--- src/rtl/tanh_pkg.sv ---
// Shared constants and helpers for the piecewise-linear tanh datapath and its LUT.
package tanh_pkg;

  localparam int unsigned DATA_WIDTH = 8;
  localparam int unsigned ADDR_WIDTH = 4;
  localparam int unsigned FRAC_BITS  = DATA_WIDTH - ADDR_WIDTH;

  // Narrow a DATA_WIDTH+2 bit signed value to DATA_WIDTH bits, clamping at the rails.
  function automatic logic signed [DATA_WIDTH-1:0] sat_to_data(
    input logic signed [DATA_WIDTH+1:0] v
  );
    logic [2:0] top;
    top = v[DATA_WIDTH+1:DATA_WIDTH-1];
    if (top == 3'b000 || top == 3'b111) begin
      return v[DATA_WIDTH-1:0];
    end else if (v[DATA_WIDTH+1]) begin
      return {1'b1, {(DATA_WIDTH-1){1'b0}}};
    end else begin
      return {1'b0, {(DATA_WIDTH-1){1'b1}}};
    end
  endfunction

  // Contents of the team's 16-entry tanh sample table.
  function automatic logic signed [DATA_WIDTH-1:0] tanh_lut_entry(
    input logic [ADDR_WIDTH-1:0] idx
  );
    if (idx == 4'd0) begin
      return 8'sd0;
    end else if (idx == 4'd1) begin
      return 8'sd12;
    end else if (idx <= 4'd7) begin
      return 8'sd15;
    end else if (idx <= 4'd14) begin
      return -8'sd15;
    end else begin
      return -8'sd12;
    end
  endfunction

endpackage

--- src/rtl/tanh_pwl_eval.sv ---
// Three-stage piecewise-linear tanh evaluator: address/fraction capture, LUT sample
// capture with slope, then interpolate-round-saturate. One global advance stalls all stages.
module tanh_pwl_eval
  import tanh_pkg::*;
(
  input  logic                         clk,
  input  logic                         rst_n,
  input  logic                         in_valid,
  output logic                         in_ready,
  input  logic [DATA_WIDTH-1:0]        in_x,
  output logic [ADDR_WIDTH-1:0]        lut_address,
  input  logic signed [DATA_WIDTH-1:0] lut_base,
  input  logic signed [DATA_WIDTH-1:0] lut_next_data,
  output logic                         out_valid,
  input  logic                         out_ready,
  output logic signed [DATA_WIDTH-1:0] out_y
);

  localparam int unsigned DeltaW = DATA_WIDTH + 1;
  localparam int unsigned ProdW  = DATA_WIDTH + FRAC_BITS + 1;
  localparam int unsigned SumW   = DATA_WIDTH + 2;
  localparam logic signed [ProdW-1:0] RoundHalf = ProdW'(1) << (FRAC_BITS - 1);

  logic                         adv;
  logic                         s1_valid_q, s1_valid_d;
  logic [ADDR_WIDTH-1:0]        s1_addr_q, s1_addr_d;
  logic [FRAC_BITS-1:0]         s1_frac_q, s1_frac_d;
  logic                         s2_valid_q, s2_valid_d;
  logic signed [DATA_WIDTH-1:0] s2_base_q, s2_base_d;
  logic signed [DeltaW-1:0]     s2_delta_q, s2_delta_d;
  logic [FRAC_BITS-1:0]         s2_frac_q, s2_frac_d;
  logic                         s3_valid_q, s3_valid_d;
  logic signed [DATA_WIDTH-1:0] out_y_q, out_y_d;
  logic signed [ProdW-1:0]      prod;
  logic signed [ProdW-1:0]      prod_rnd;
  logic signed [SumW-1:0]       sum;

  assign adv         = !s3_valid_q || out_ready;
  assign in_ready    = adv;
  assign lut_address = s1_addr_q;
  assign out_valid   = s3_valid_q;
  assign out_y       = out_y_q;

  // Interpolation arithmetic on the stage-2 registers.
  always_comb begin
    prod     = ProdW'(s2_delta_q) * ProdW'($signed({1'b0, s2_frac_q}));
    prod_rnd = prod + RoundHalf;
    sum      = SumW'(s2_base_q) + SumW'(prod_rnd >>> FRAC_BITS);
  end

  // Next-state for all stages; everything holds while adv is low.
  always_comb begin
    s1_valid_d = s1_valid_q;
    s1_addr_d  = s1_addr_q;
    s1_frac_d  = s1_frac_q;
    s2_valid_d = s2_valid_q;
    s2_base_d  = s2_base_q;
    s2_delta_d = s2_delta_q;
    s2_frac_d  = s2_frac_q;
    s3_valid_d = s3_valid_q;
    out_y_d    = out_y_q;
    if (adv) begin
      s1_valid_d = in_valid;
      if (in_valid) begin
        s1_addr_d = in_x[DATA_WIDTH-1 -: ADDR_WIDTH];
        s1_frac_d = in_x[FRAC_BITS-1:0];
      end
      s2_valid_d = s1_valid_q;
      s2_base_d  = lut_base;
      s2_delta_d = DeltaW'(lut_next_data) - DeltaW'(lut_base);
      s2_frac_d  = s1_frac_q;
      s3_valid_d = s2_valid_q;
      // Bubbles leave the last delivered result on out_y.
      if (s2_valid_q) begin
        out_y_d = sat_to_data(sum);
      end
    end
  end

  // Pipeline registers with asynchronous clear.
  always_ff @(posedge clk or negedge rst_n) begin
    if (!rst_n) begin
      s1_valid_q <= 1'b0;
      s1_addr_q  <= '0;
      s1_frac_q  <= '0;
      s2_valid_q <= 1'b0;
      s2_base_q  <= '0;
      s2_delta_q <= '0;
      s2_frac_q  <= '0;
      s3_valid_q <= 1'b0;
      out_y_q    <= '0;
    end else begin
      s1_valid_q <= s1_valid_d;
      s1_addr_q  <= s1_addr_d;
      s1_frac_q  <= s1_frac_d;
      s2_valid_q <= s2_valid_d;
      s2_base_q  <= s2_base_d;
      s2_delta_q <= s2_delta_d;
      s2_frac_q  <= s2_frac_d;
      s3_valid_q <= s3_valid_d;
      out_y_q    <= out_y_d;
    end
  end

endmodule
--- config.mk ---
export PLATFORM = sky130hd
export DESIGN_NAME = tanh_pwl_eval
export DESIGN_NICKNAME = d
export VERILOG_FILES = /design/src/rtl/tanh_pkg.sv /design/src/rtl/tanh_pwl_eval.sv
export SDC_FILE = /design/constraint.sdc
export NUM_CORES = 1
export LEC_CHECK = 0
export CORE_MARGIN = 4
export CORE_UTILIZATION = 62
export DETAILED_ROUTE_END_ITERATION = 16
export GPL_TIMING_DRIVEN = 0
export MAX_ROUTING_LAYER = met4
export PLACE_DENSITY = 0.87
export SLEW_MARGIN = 20
export SYNTH_ARGS = -nofsm -noshare
export SYNTH_HDL_FRONTEND = slang
export SYNTH_SLANG_ARGS = --single-unit
--- constraint.sdc ---
create_clock -name clk -period 9.2 [get_ports clk]
set_clock_uncertainty 0.15 [all_clocks]
set_input_delay 2.3 -clock clk [delete_from_list [all_inputs] [get_ports clk]]
set_output_delay 2.3 -clock clk [all_outputs]
set_load 0.01 [all_outputs]
==> impl_metrics.env, run 1 <==
export IMPL_outcome="finished clean"
export IMPL_io_pin_count=42
export IMPL_wl_per_cell_um=14.8
export IMPL_coreArea_mm2=0.00554
export IMPL_ys_ff_latch=40
export IMPL_grt_antenna_before_repair=0
export IMPL_layout_drive_gt1_share_pct=5.57
export IMPL_syn_cell_area_mm2=0.00355
export IMPL_die_area_mm2=0.00700
export IMPL_cp_slowest_cell="clkdlybuf4s50_1"
export IMPL_die_w_um=83.7
export IMPL_wirelength_mm=7.44
export IMPL_finalSetupTns_ns=0
export IMPL_r2r_start="s2_frac_q[3]$_DFFE_PN0N_"
export IMPL_drc=0
export IMPL_syn_avg_cell_area_um2=9.32
export IMPL_final_cell_mix="inv_1, ha_1, nand2_1, clkdlybuf4s50_1, dfrtp_1"
export IMPL_critPathRequiredTime_ns=6.75
export IMPL_grt_total_usage_pct=23.5
export IMPL_cts_resized=0
export IMPL_arrival_ns=4.51
export IMPL_global_route_overflow_total=0
export IMPL_holdPathEnd="s2_frac_q[2]$_DFFE_PN0N_"
export IMPL_synth_edf_count=0
export IMPL_setup_viol=0
export IMPL_path_clk_slew_ns=0.08
export IMPL_start_util_pct=64.1
export IMPL_die_h_um=83.7
export IMPL_insertedDiodeCount=0
export IMPL_postPlaceCellArea_mm2=0.00407
export IMPL_ys_warn_count=0
export IMPL_worstSkewPairLatency_ns=0.30
export IMPL_r2r_setup_slack_ns=3.43
export IMPL_hold_violations=0
export IMPL_fmax_ghz=0.144
export IMPL_synthArstFlopShare_pct=100
export IMPL_antenna_left=0
export IMPL_final_period_utilization_pct=75.7
export IMPL_final_common_cell="inv_1"
export IMPL_hold_path_startpoint="s1_frac_q[2]$_DFFE_PN0P_"
export IMPL_area_delta_synth_final_pct=18.2
export IMPL_cap_violations=0
export IMPL_hold_buffers=0
export IMPL_grt_max_degree=22
export IMPL_place_hpwl_mm=6.26
export IMPL_maxSlewHeadroom_pct=65.9
export IMPL_reg2reg_to="out_y[0]$_DFFE_PN0P_"
export IMPL_synth_top_area_share_pct=28.2
export IMPL_ctsLongestPathBuffers=2
export IMPL_grt_pass1_vias=2976
export IMPL_cts_num_sinks=40
export IMPL_post_drt_via_cell_ratio=5.54
export IMPL_drt_pass1_iter_count=4
export IMPL_yosys_area_top_type="dfrtp_1"
export IMPL_nNetsFinal=521
export IMPL_portBuffers=41
export IMPL_htreeDepth=2
export IMPL_cts_root_buf="clkbuf_8"
export IMPL_synthesis_instances=381
export IMPL_crit_chain="clkdlybuf4s50_1, nor2b_1, clkbuf_1, clkinv_1, clkbuf_1, clkdlybuf4s50_1"
export IMPL_synthTopCellsByArea="dfrtp_1, ha_1, fa_1"
export IMPL_synth_cell_type_count=45
export IMPL_tightest_slew_ns=0.511
export IMPL_drtIter0Drc=91
export IMPL_fin_crit_ns=6.96
export IMPL_critPathMaxStageDelay_ns=0.54
export IMPL_path_class="primary input to output port"
export IMPL_cts_setup_buffers=0
export IMPL_rsz0062_at_grt="no"
export IMPL_hold_class="register to register"
export IMPL_cp_max_fo=10
export IMPL_final_area_mm2=0.00419
export IMPL_cts_buffers=5
export IMPL_r2r_cells=20
export IMPL_hold_depth=2
export IMPL_vias=2785
export IMPL_ys_seq_area_share_pct=28.2
export IMPL_cp_end_kind="output port"
export IMPL_grt_pass1_wl_mm=13.2
export IMPL_gp_congestion=0.844
export IMPL_num_rows=27
export IMPL_cp_start_kind="primary input"
export IMPL_cts_tree="built"
export IMPL_syn_num_nets=472
export IMPL_ys_flop_type="dfrtp_1"
export IMPL_maxSlewViolCount=0
-- metrics by stage --
| stage | worst slack, ns | instances | util [%] | hold slack [ns] |
|---|---|---|---|---|
| global route | 2.06 | 503 | 75.7 | 0.367 |
| floorplan | 3.61 | 381 | - | 0.290 |
| global placement | 2.31 | 494 | 73.1 | 0.304 |
| detailed placement | 2.26 | 495 | 73.5 | 0.313 |
| CTS | 2.25 | 503 | 75.7 | 0.332 |
| finish | 2.24 | 503 | 75.7 | 0.326 |
-- synthesized netlist by cell type, types with 2 or more instances --
cell type	n
mux2_2	8
o21ai_0	18
ha_1	42
o211ai_1	2
o21a_1	7
inv_1	60
clkbuf_1	5
fa_1	21
xnor2_1	11
o221a_1	7
a21o_1	5
nor2b_1	5
nor3b_1	3
and2_1	32
nor3_1	7
nand3_1	3
xor2_1	4
o21bai_1	2
o31ai_1	5
a21oi_1	16
a211oi_1	4
dfrtp_1	40
nand2_1	40
and3_1	2
nor2_1	12
-- registers in the layout, indices dropped and copies added, names as in the netlist --
register	count
s2_delta_q	9
out_y	8
s2_base_q	8
lut_address	4
s1_frac_q	4
s2_frac_q	4
out_valid	1
s1_valid_q	1
s2_valid_q	1
-- per-layer routing --
layer / wire length [um] / GRT usage [%] / share of wire (%)
met5: 0 / - / 0
met4: 127 / 6.58 / 1.7
met3: 256 / 4.05 / 3.4
met2: 3790 / 40.9 / 51
met1: 3270 / 28.2 / 44
-- worst max-delay path by stage --
stage	to	slack, ns	start
5_1_grt	in_ready	2.06	out_ready
2_1_floorplan	in_ready	3.61	out_ready
6_report	in_ready	2.24	out_ready
3_3_place_gp	in_ready	2.31	out_ready
4_1_cts	in_ready	2.25	out_ready
3_5_place_dp	in_ready	2.26	out_ready
-- critical path, delay by kind of cell --
family        cells  cell delay, ns
buf+inv           5            2.07
simple gates      1            0.14
-- final cells by class --
| cell class | count | area, um^2 |
|---|---|---|
| tap | 72 | 90.1 |
| fill | 394 | 1350 |
| timing repair buffer | 42 | 433 |
| sequential | 40 | 1000 |
| clock buffer | 6 | 82.6 |
| clock inverter | 2 | 38.8 |
| multi-input combinational | 274 | 2300 |
| buffer | 6 | 22.5 |
| inverter | 61 | 229 |
-- logic make-up after synthesis --
| family | count (synthesis) | share of synthesized area, % |
|---|---|---|
| flops | 40 | 28.2 |
| mux | 8 | 2.54 |
| simple gates | 110 | 15.9 |
| xor+xnor | 15 | 3.70 |
| buf+inv | 67 | 7.08 |
| fa+ha+maj | 63 | 26.6 |
| compound gates | 78 | 16.0 |
Power of run 1 is left out: the tool's default activity adds up to more than one toggle a clock period on the data nets, which glitch-free logic cannot reach.
==> inputs of run 2 (changes only) <==
--- a/config.mk
+++ b/config.mk
@@ -6,11 +6,11 @@
 export NUM_CORES = 1
 export LEC_CHECK = 0
 export CORE_MARGIN = 4
-export CORE_UTILIZATION = 62
+export CORE_UTILIZATION = 57
 export DETAILED_ROUTE_END_ITERATION = 16
 export GPL_TIMING_DRIVEN = 0
 export MAX_ROUTING_LAYER = met4
-export PLACE_DENSITY = 0.87
+export PLACE_DENSITY = 0.81
 export SLEW_MARGIN = 20
 export SYNTH_ARGS = -nofsm -noshare
 export SYNTH_HDL_FRONTEND = slang
==> constraint.sdc (replaced) <==
create_clock -name clk -period 6.5 [get_ports clk]
set_clock_uncertainty 0.15 [all_clocks]
set_input_delay 1.625 -clock clk [delete_from_list [all_inputs] [get_ports clk]]
set_output_delay 1.625 -clock clk [all_outputs]
set_load 0.01 [all_outputs]
==> run 2 against run 1 <==
Net effect: flip-flop and latch count unchanged; count of clock-buffer cells in the layout down 1; critical path depth is 14 higher; global-route usage decreased by 1.4 points; register-to-register slack worse by 2.6 ns; utilization shrank 6.4 points; worst hold slack better by 0.0049 ns.
==> impl_metrics.env, run 2 (synthesis gave the netlist of run 1 again) <==
export IMPL_outcome="finished clean"
export IMPL_wirelength_mm=7.24
export IMPL_fin_crit_ns=5.69
export IMPL_regArea_mm2=0.00100
export IMPL_grt_antenna_before_repair=0
export IMPL_cp_max_fo=10
export IMPL_cts_setup_buffers=0
export IMPL_grt_total_usage_pct=22.1
export IMPL_tightest_slew_ns=0.526
export IMPL_cp_start_kind="register"
export IMPL_cap_violations=0
export IMPL_arrival_ns=5.71
export IMPL_critPathRequiredTime_ns=6.52
export IMPL_ctsLongestPathBuffers=2
export IMPL_die_area_mm2=0.00755
export IMPL_nNetsFinal=521
export IMPL_hold_class="register to register"
export IMPL_area_delta_synth_final_pct=16.9
export IMPL_coreArea_mm2=0.00599
export IMPL_worstSkewPairLatency_ns=0.29
export IMPL_setup_viol=0
export IMPL_largest_register_ffs=9
export IMPL_fmax_ghz=0.176
export IMPL_io_pin_count=42
export IMPL_wl_per_cell_um=14.3
export IMPL_maxSlewViolCount=0
export IMPL_cts_num_sinks=40
export IMPL_portBuffers=41
export IMPL_rsz0062_at_grt="no"
export IMPL_grt_pass1_vias=2882
export IMPL_die_w_um=86.9
export IMPL_path_clk_slew_ns=0.08
export IMPL_path_class="register to register"
export IMPL_grt_max_degree=32
export IMPL_global_route_overflow_total=0
export IMPL_multiInputGateArea_mm2=0.00230
export IMPL_cp_end_kind="register"
export IMPL_drtIter0Drc=107
export IMPL_finalSetupTns_ns=0
export IMPL_final_common_cell="inv_1"
export IMPL_hold_buffers=0
export IMPL_cts_resized=0
export IMPL_cts_root_buf="clkbuf_8"
export IMPL_layout_drive_gt1_share_pct=5.35
export IMPL_die_h_um=86.9
export IMPL_cts_tree="built"
export IMPL_htreeDepth=2
export IMPL_fill_cells=483
export IMPL_hold_violations=0
export IMPL_drt_pass1_iter_count=4
export IMPL_num_rows=28
export IMPL_final_cell_mix="inv_1, ha_1, nand2_1, clkdlybuf4s50_1, dfrtp_1"
export IMPL_gp_congestion=0.851
export IMPL_vias=2779
export IMPL_place_hpwl_mm=5.98
export IMPL_post_drt_via_cell_ratio=5.50
export IMPL_antenna_left=0
export IMPL_r2r_setup_slack_ns=0.81
export IMPL_regMostFlops="s2_delta_q"
export IMPL_final_period_utilization_pct=87.5
export IMPL_drc=0
export IMPL_insertedDiodeCount=0
export IMPL_maxSlewHeadroom_pct=65.0
export IMPL_cts_buffers=5
export IMPL_start_util_pct=59.3
export IMPL_grt_pass1_wl_mm=13.0
run 2: per-layer routing:
| layer | vias to the layer above | track usage [%] | share of wire [%] |
|---|---|---|---|
| met5 | - | - | 0 |
| met4 | 0 | 3.82 | 0.81 |
| met3 | 9 | 3.69 | 3.8 |
| met2 | 51 | 36.8 | 50 |
| met1 | 1346 | 28.9 | 46 |
| li1 | 1373 | - | - |
run 2: path summary, 6_finish.rpt:
path	to	cells after the start	startpoint
max	out_y[0]$_DFFE_PN0P_	20	s2_frac_q[2]$_DFFE_PN0N_
min	s2_valid_q$_DFFE_PN0N_	2	s1_valid_q$_DFFE_PN0N_
max reg2reg	out_y[0]$_DFFE_PN0P_	20	s2_frac_q[2]$_DFFE_PN0N_
min reg2reg	s2_valid_q$_DFFE_PN0N_	2	s1_valid_q$_DFFE_PN0N_
max in group asynchronous	s2_delta_q[8]$_DFFE_PN0N_	2	rst_n
min in group asynchronous	out_y[3]$_DFFE_PN0P_	1	rst_n
run 2: worst max-delay path, cell delays in order (launching register included):
cell and delay (ns):
dfrtp_1 0.48, and2_1 0.19, ha_1 0.31, fa_1 0.54
inv_1 0.06, fa_1 0.54, inv_1 0.04, ha_1 0.34
a21o_1 0.18, a41o_1 0.24, a211oi_1 0.39, o21bai_1 0.13
a21oi_1 0.18, xnor2_1 0.10, ha_1 0.24, nor4_1 0.22
o21ai_1 0.15, and3_4 0.21, o211a_1 0.21, a211o_1 0.38
o221a_1 0.27
run 2: stage by stage:
| step | setup slack [ns] | std cells | utilization, % | hold WS [ns] | cell area (um^2) |
|---|---|---|---|---|---|
| 3_3_place_gp | 0.914 | 497 | 67.7 | 0.303 | 4050 |
| 5_1_grt | 0.442 | 505 | 69.3 | 0.360 | 4150 |
| 2_1_floorplan | 1.30 | 381 | - | 0.290 | 3550 |
| 3_5_place_dp | 0.834 | 498 | 67.9 | 0.311 | 4070 |
| 6_report | 0.815 | 505 | 69.3 | 0.331 | 4150 |
| 4_1_cts | 0.799 | 505 | 69.3 | 0.330 | 4150 |
run 2: layout make-up:
class | count | area share, %
multi-input cells | 274 | 55.4
flip-flops and latches | 40 | 24.1
repair buffers | 42 | 10.3
inverters | 61 | 5.52
well taps | 75 | 2.26
clock buffers | 5 | 1.66
plain buffers | 6 | 0.543
clock inverters | 2 | 0.301
Power of run 2 is left out for the same reason.
==> inputs of run 3 (changes only) <==
--- a/config.mk
+++ b/config.mk
@@ -9,6 +9,7 @@
 export CORE_UTILIZATION = 57
 export DETAILED_ROUTE_END_ITERATION = 16
 export GPL_TIMING_DRIVEN = 0
+export HOLD_SLACK_MARGIN = 0.08
 export MAX_ROUTING_LAYER = met4
 export PLACE_DENSITY = 0.81
 export SLEW_MARGIN = 20
==> results of run 3 <==
No change in the layout: final DEF, timing and power equal those of run 2.
Power of run 3 is left out for the same reason.
